--- src/rtl/cpu_sequencer_pkg.sv ---
// Shared definitions for the accumulator CISC control sequencer.
// State codes, 3-bit opcode map and the datapath strobe bundle.
package cpu_sequencer_pkg;

  typedef enum logic [2:0] {
    ST_FETCH  = 3'b000,
    ST_DECODE = 3'b001,
    ST_EXEC1  = 3'b010,
    ST_EXEC2  = 3'b011,
    ST_RESET  = 3'b100,
    ST_HALT   = 3'b101
  } state_t;

  localparam logic [2:0] OP_HLT = 3'd0;
  localparam logic [2:0] OP_SKZ = 3'd1;
  localparam logic [2:0] OP_ADD = 3'd2;
  localparam logic [2:0] OP_AND = 3'd3;
  localparam logic [2:0] OP_XOR = 3'd4;
  localparam logic [2:0] OP_LDA = 3'd5;
  localparam logic [2:0] OP_STO = 3'd6;
  localparam logic [2:0] OP_JMP = 3'd7;

  typedef struct packed {
    logic ld_ir;
    logic ld_mdr;
    logic ld_acc;
    logic ld_pc;
    logic inc;
    logic sel;
    logic rd;
    logic wr;
    logic dout_en;
  } strobes_t;

  // ADD/AND/XOR/LOAD read an operand in EXEC1 and write ACC in EXEC2.
  function automatic logic is_mem_rd_op(input logic [2:0] op);
    return (op == OP_ADD) || (op == OP_AND) || (op == OP_XOR) || (op == OP_LDA);
  endfunction

endpackage

--- src/rtl/cpu_sequencer_wait_timer.sv ---
// Stall counter for memory accesses.
// Ports:
//   i_clk     system clock
//   i_rst     synchronous active-high reset
//   i_stall   current cycle is waiting on memory (access pending, mem_ready=0)
//   o_expire  this stalled cycle is the last one allowed; access is abandoned
// The count clears whenever the access is not stalling (ready or other state),
// and on expiry since the sequencer leaves the state. Saturates at all-ones.
module cpu_sequencer_wait_timer #(
  parameter int TO_W    = 4,
  parameter int TIMEOUT = 15
) (
  input  logic i_clk,
  input  logic i_rst,
  input  logic i_stall,
  output logic o_expire
);

  localparam int              LIM   = (TIMEOUT == 0) ? 0 : TIMEOUT - 1;
  localparam logic [TO_W-1:0] LIM_V = LIM[TO_W-1:0];

  logic [TO_W-1:0] r_cnt;

  assign o_expire = (TIMEOUT != 0) && i_stall && (r_cnt == LIM_V);

  always_ff @(posedge i_clk) begin
    if (i_rst)                     r_cnt <= '0;
    else if (!i_stall || o_expire) r_cnt <= '0;
    else if (r_cnt != '1)          r_cnt <= r_cnt + 1'b1;
  end

endmodule

--- src/rtl/cpu_sequencer.sv ---
// Registered control sequencer for the accumulator CISC core.
// Ports:
//   i_clk, i_rst            clock, synchronous active-high reset
//   i_op[OP_W]              opcode from IR, stable DECODE..next FETCH
//   i_zero                  accumulator == 0
//   i_mem_ready             memory completes the current rd/wr this cycle
//   i_run                   restart request, only honoured in HALT
//   o_ld_ir..o_dout_en      datapath strobes (combinational)
//   o_state                 current state code
//   o_halted                1 while in HALT
//   o_bus_err, o_illegal_op sticky fault flags, cleared by reset or restart
module cpu_sequencer
  import cpu_sequencer_pkg::*;
#(
  parameter int OP_W    = 3,
  parameter int TO_W    = 4,
  parameter int TIMEOUT = 15
) (
  input  logic            i_clk,
  input  logic            i_rst,
  input  logic [OP_W-1:0] i_op,
  input  logic            i_zero,
  input  logic            i_mem_ready,
  input  logic            i_run,
  output logic            o_ld_ir,
  output logic            o_ld_mdr,
  output logic            o_ld_acc,
  output logic            o_ld_pc,
  output logic            o_inc,
  output logic            o_sel,
  output logic            o_rd,
  output logic            o_wr,
  output logic            o_dout_en,
  output logic [2:0]      o_state,
  output logic            o_halted,
  output logic            o_bus_err,
  output logic            o_illegal_op
);

  state_t   r_state;
  logic     r_bus_err;
  logic     r_illegal;

  state_t   w_next;
  strobes_t w_strb;
  logic     w_set_bus_err;
  logic     w_set_illegal;
  logic     w_clr_flags;
  logic     w_wait;
  logic     w_stall;
  logic     w_expire;
  logic     w_legal;
  logic [2:0] w_op3;

  // Anything with a bit set above the low three is outside the opcode map.
  assign w_legal = ((i_op >> 3) == '0);
  assign w_op3   = i_op[2:0];

  // States where a memory access is pending; kept apart from the main decode
  // so the timer's expire does not feed back into its own stall input.
  assign w_wait  = (r_state == ST_FETCH) ||
                   ((r_state == ST_EXEC1) && w_legal &&
                    (is_mem_rd_op(w_op3) || (w_op3 == OP_STO)));
  assign w_stall = w_wait && !i_mem_ready;

  cpu_sequencer_wait_timer #(.TO_W(TO_W), .TIMEOUT(TIMEOUT)) u_timer (
    .i_clk    (i_clk),
    .i_rst    (i_rst),
    .i_stall  (w_stall),
    .o_expire (w_expire)
  );

  always_ff @(posedge i_clk) begin
    if (i_rst) begin
      r_state   <= ST_RESET;
      r_bus_err <= 1'b0;
      r_illegal <= 1'b0;
    end else begin
      r_state <= w_next;
      if (w_clr_flags) begin
        r_bus_err <= 1'b0;
        r_illegal <= 1'b0;
      end else begin
        if (w_set_bus_err) r_bus_err <= 1'b1;
        if (w_set_illegal) r_illegal <= 1'b1;
      end
    end
  end

  always_comb begin
    w_next        = r_state;
    w_strb        = '0;
    w_set_bus_err = 1'b0;
    w_set_illegal = 1'b0;
    w_clr_flags   = 1'b0;
    case (r_state)
      ST_RESET:  w_next = ST_FETCH;
      ST_FETCH: begin
        if (i_mem_ready) begin
          w_strb.rd    = 1'b1;
          w_strb.ld_ir = 1'b1;
          w_next       = ST_DECODE;
        end else if (w_expire) begin
          w_set_bus_err = 1'b1;
          w_next        = ST_HALT;
        end else begin
          w_strb.rd = 1'b1;
        end
      end
      ST_DECODE: w_next = ST_EXEC1;
      ST_EXEC1: begin
        if (!w_legal) begin
          w_set_illegal = 1'b1;
          w_next        = ST_HALT;
        end else begin
          case (w_op3)
            OP_HLT: begin
              w_strb.sel = 1'b1;
              w_next     = ST_HALT;
            end
            OP_SKZ: begin
              w_strb.sel = 1'b1;
              w_strb.inc = 1'b1;
              w_next     = ST_EXEC2;
            end
            OP_STO: begin
              if (i_mem_ready) begin
                w_strb.wr      = 1'b1;
                w_strb.dout_en = 1'b1;
                w_strb.sel     = 1'b1;
                w_strb.inc     = 1'b1;
                w_next         = ST_FETCH;
              end else if (w_expire) begin
                w_set_bus_err = 1'b1;
                w_next        = ST_HALT;
              end else begin
                w_strb.wr      = 1'b1;
                w_strb.dout_en = 1'b1;
                w_strb.sel     = 1'b1;
              end
            end
            OP_JMP: begin
              w_strb.ld_pc = 1'b1;
              w_next       = ST_FETCH;
            end
            default: begin  // ADD/AND/XOR/LOAD
              if (i_mem_ready) begin
                w_strb.rd     = 1'b1;
                w_strb.sel    = 1'b1;
                w_strb.ld_mdr = 1'b1;
                w_strb.inc    = 1'b1;
                w_next        = ST_EXEC2;
              end else if (w_expire) begin
                w_set_bus_err = 1'b1;
                w_next        = ST_HALT;
              end else begin
                w_strb.rd  = 1'b1;
                w_strb.sel = 1'b1;
              end
            end
          endcase
        end
      end
      ST_EXEC2: begin
        if (w_op3 == OP_SKZ)      w_strb.inc    = i_zero;
        else if (is_mem_rd_op(w_op3)) w_strb.ld_acc = 1'b1;
        w_next = ST_FETCH;
      end
      ST_HALT: begin
        if (i_run) begin
          w_clr_flags = 1'b1;
          w_next      = ST_FETCH;
        end
      end
      default: w_next = ST_RESET;
    endcase
  end

  // Reset overrides the decode so a mid-access reset emits no strobe pulse.
  assign o_ld_ir      = w_strb.ld_ir   && !i_rst;
  assign o_ld_mdr     = w_strb.ld_mdr  && !i_rst;
  assign o_ld_acc     = w_strb.ld_acc  && !i_rst;
  assign o_ld_pc      = w_strb.ld_pc   && !i_rst;
  assign o_inc        = w_strb.inc     && !i_rst;
  assign o_sel        = w_strb.sel     && !i_rst;
  assign o_rd         = w_strb.rd      && !i_rst;
  assign o_wr         = w_strb.wr      && !i_rst;
  assign o_dout_en    = w_strb.dout_en && !i_rst;
  assign o_state      = r_state;
  assign o_halted     = (r_state == ST_HALT) && !i_rst;
  assign o_bus_err    = r_bus_err;
  assign o_illegal_op = r_illegal;

endmodule

--- config.mk ---
export PLATFORM = sky130hd
export DESIGN_NAME = cpu_sequencer
export DESIGN_NICKNAME = d
export VERILOG_FILES = /design/src/rtl/cpu_sequencer_pkg.sv /design/src/rtl/cpu_sequencer_wait_timer.sv /design/src/rtl/cpu_sequencer.sv
export SDC_FILE = /design/constraint.sdc
export NUM_CORES = 1
export LEC_CHECK = 0
export ABC_CLOCK_PERIOD_IN_PS = 2100
export CAP_MARGIN = 20
export CELL_PAD_IN_SITES_DETAIL_PLACEMENT = 0
export CELL_PAD_IN_SITES_GLOBAL_PLACEMENT = 2
export CORE_MARGIN = 3
export CORE_UTILIZATION = 24
export CTS_BUF_LIST = sky130_fd_sc_hd__clkbuf_16
export CTS_CLUSTER_SIZE = 8
export DETAILED_ROUTE_END_ITERATION = 10
export HOLD_SLACK_MARGIN = 0.15
export PLACE_DENSITY_LB_ADDON = 0.08
export SLEW_MARGIN = 0
export SYNTH_ARGS = -nofsm -noshare
export SYNTH_HDL_FRONTEND = slang
export SYNTH_SLANG_ARGS = --single-unit
--- constraint.sdc ---
create_clock -name i_clk -period 2.1 [get_ports i_clk]
set_clock_uncertainty 0.15 [all_clocks]
set_input_delay 0.315 -clock i_clk [delete_from_list [all_inputs] [get_ports i_clk]]
set_output_delay 0.315 -clock i_clk [all_outputs]
set_load 0.02 [all_outputs]
==> flow_summary.ini <==
[placement]
io_buffers = 21
place_area_um2 = 1130
place_ws_ps = -542
routabilityCongestion = 0.792
hpwlAfterDp_um = 1650

[final_layout]
n_fill_cell = 269
seq_area_um2 = 164
final_nets = 151
multi_input_area_um2 = 562
drive_above_1_share = 0.518
fin_util = 0.501
final_area_um2 = 1290
diodes = 0
syn_to_final_growth_pct = 90.6

[power_and_ir_drop]
power_switching_mw = 0.136
switching_share = 0.224
power.internal_mw = 0.472
p_leak_nw = 0.547
share_seq_of_total_power = 0.263
combPwrFrac = 0.215
p_per_area_nw_per_um2 = 472
ir_drop_v = 0.000567
clkPwrFrac = 0.521
power_mw = 0.608

[synthesis]
syn_inst = 89
async_reset_ff_frac = 0
yosysTopAreaCell = dfxtp_1
synth_common_cells = 11 x nor2_1, 8 x dfxtp_1, 6 x a21oi_1, 6 x nand2_1, 5 x nand3_1
yosysSeqAreaShare = 0.237
syn_avg_cell_area_um2 = 7.59
ys_ff_latch = 8
synth_area_um2 = 676
synth_ff_type = dfxtp_1
synth.top_cell.area_share = 0.237
synth_edf_count = 0
synth.distinct_cells = 40
synth_area_leaders = dfxtp_1 24%, nor2_1 6.1%, a21oi_1 4.4%
synth.net_count = 99
yosysWarnings = 0
yosysMostFrequentCell = nor2_1

[timing]
period_share = 1.01
hold-worst-slack_ps = 318
grt_setup_unrepaired = yes
fin_ws_ps = -20.3
hold_viol = 0
max_freq_ghz = 0.472
slew_violations = 0
setup_viol = 2
period_minus_slack_ps = 2120

[floorplanning]
die-area_um2 = 3490
die_h_um = 59.1
rows = 18
start_util = 0.263
io_pins = 23
coreArea_um2 = 2570
die_w_um = 59.1

[setup_path]
criticalPathCategory = flop to output pin
critPathMaxFanout = 2
worst_setup_path_start_kind = flop
crit_slowest_cell = or4_4
crit_chain = inv_2, ha_4, nand3_4, or4_4, buf_6, nor2_4, nor2b_2, buf_6
required_ps = 1630
cp_common_cell = buf_6
setup.worst_path.end_class = output pin
cp.arrival_ps = 1660
max_stage_delay_ps = 430

[grt]
overflow = 0
first_global_vias = 801
grt_pass1_wl_um = 3660
grt_usage = 0.137
antenna_found_initial = 0
grt_max_degree = 12

[route]
first_pass_iters = 4
via_per_inst = 4.92
vias = 832
drc_errors = 0
routedWlPerCell_um = 12.6
routed_wl_um = 2130
antenna_left = 0
drt_iter0_drc = 14

[job]
drv_cap = 0

[clocking]
cts_tree = built
holdBufCountCts = 0
numCtsBuffers = 3
cts.path.max_buffers = 2
clock_latency_ps = 230
clk_pin_slew_ps = 40
htree_levels = 1
root_buffer = clkbuf_16
clkSinkCount = 8

[run_status]
outcome = complete, but fails checks
failed_checks = setup timing

[worst_hold_path]
hold_path.class = flop to flop
-- worst max-delay path, delay by kind of cell, from the launching register on --
| family | cells | cell delay (ps) |
|---|---|---|
| fa+ha+maj | 1 | 140 |
| simple gates | 4 | 640 |
| flops | 1 | 310 |
| buf+inv | 3 | 320 |
-- cells by family after synthesis --
group,synth area share
compound gates,0.204
xor+xnor,0.0259
fa+ha+maj,0.0370
buf+inv,0.0759
flops,0.237
other cells,0.00555
simple gates,0.415
-- placed cells by master, fill, tap and decap left out, types with 2 or more instances in the layout --
| cell | count |
|---|---|
| or2_4 | 2 |
| clkdlybuf4s50_1 | 9 |
| nand2_1 | 6 |
| dlymetal6s2s_1 | 2 |
| buf_2 | 5 |
| or3_1 | 2 |
| dfxtp_2 | 3 |
| nor2_1 | 9 |
| nor4_4 | 2 |
| a21oi_1 | 6 |
| clkbuf_16 | 3 |
| buf_6 | 3 |
| dfxtp_1 | 5 |
| xnor2_1 | 2 |
| nor3b_1 | 4 |
| nor3_2 | 2 |
| nor3_1 | 4 |
| o21ai_0 | 2 |
| buf_4 | 35 |
| nand3_1 | 3 |
-- path summary, 6_finish.rpt --
kind / from / endpoint / slack [ps] / cells past startpoint
max reg2reg: u_timer.r_cnt[0] / o_state[1] / 110 / 9
min: o_bus_err / o_bus_err / 320 / 1
min reg2reg: o_bus_err / o_bus_err / 320 / 1
max: u_timer.r_cnt[0] / o_rd / -20 / 8
-- power groups by stage --
stage | clock [mW] | combinational (mW) | sequential (mW)
global placement | 0 | 0.124 | 0.162
floorplan | 0 | 0.0554 | 0.168
finish | 0.317 | 0.131 | 0.160
global route | 0.332 | 0.143 | 0.160
detailed placement | 0 | 0.123 | 0.162
CTS | 0.326 | 0.126 | 0.160
-- state kept, by name (all words and copies together) (netlist names) --
name,count
u_timer.r_cnt,4
o_state,3
o_bus_err,1
-- stage by stage --
stage | instances | setup TNS (ps)
2_1_floorplan | 89 | -171
3_3_place_gp | 163 | -4270
6_report | 169 | -22.6
4_1_cts | 168 | -150
3_5_place_dp | 163 | -4210
5_1_grt | 169 | -150
-- repair_timing --
| item | in CTS | in global routing |
|---|---|---|
| resized for setup | 58 | 11 |
| pin swaps | 6 | 4 |
| setup buffers | 2 | 2 |
| hold endpoints to repair | 0 | 0 |
| setup endpoints to repair | 11 | 8 |
-- final cells by class --
| class | count | share of cell area |
|---|---|---|
| Inverter | 1 | 0.00292 |
| Timing Repair Buffer | 55 | 0.346 |
| Clock buffer | 3 | 0.0583 |
| Multi-Input combinational cell | 72 | 0.436 |
| Sequential cell | 8 | 0.127 |
| Tap cell | 30 | 0.0292 |
-- metal layers --
metal | GRT usage | wire [um]
met5 | 0 | 0
met4 | 0.0291 | 0
met3 | 0.0436 | 154
met2 | 0.208 | 949
met1 | 0.190 | 1030
(Power assumes the default switching activity.)
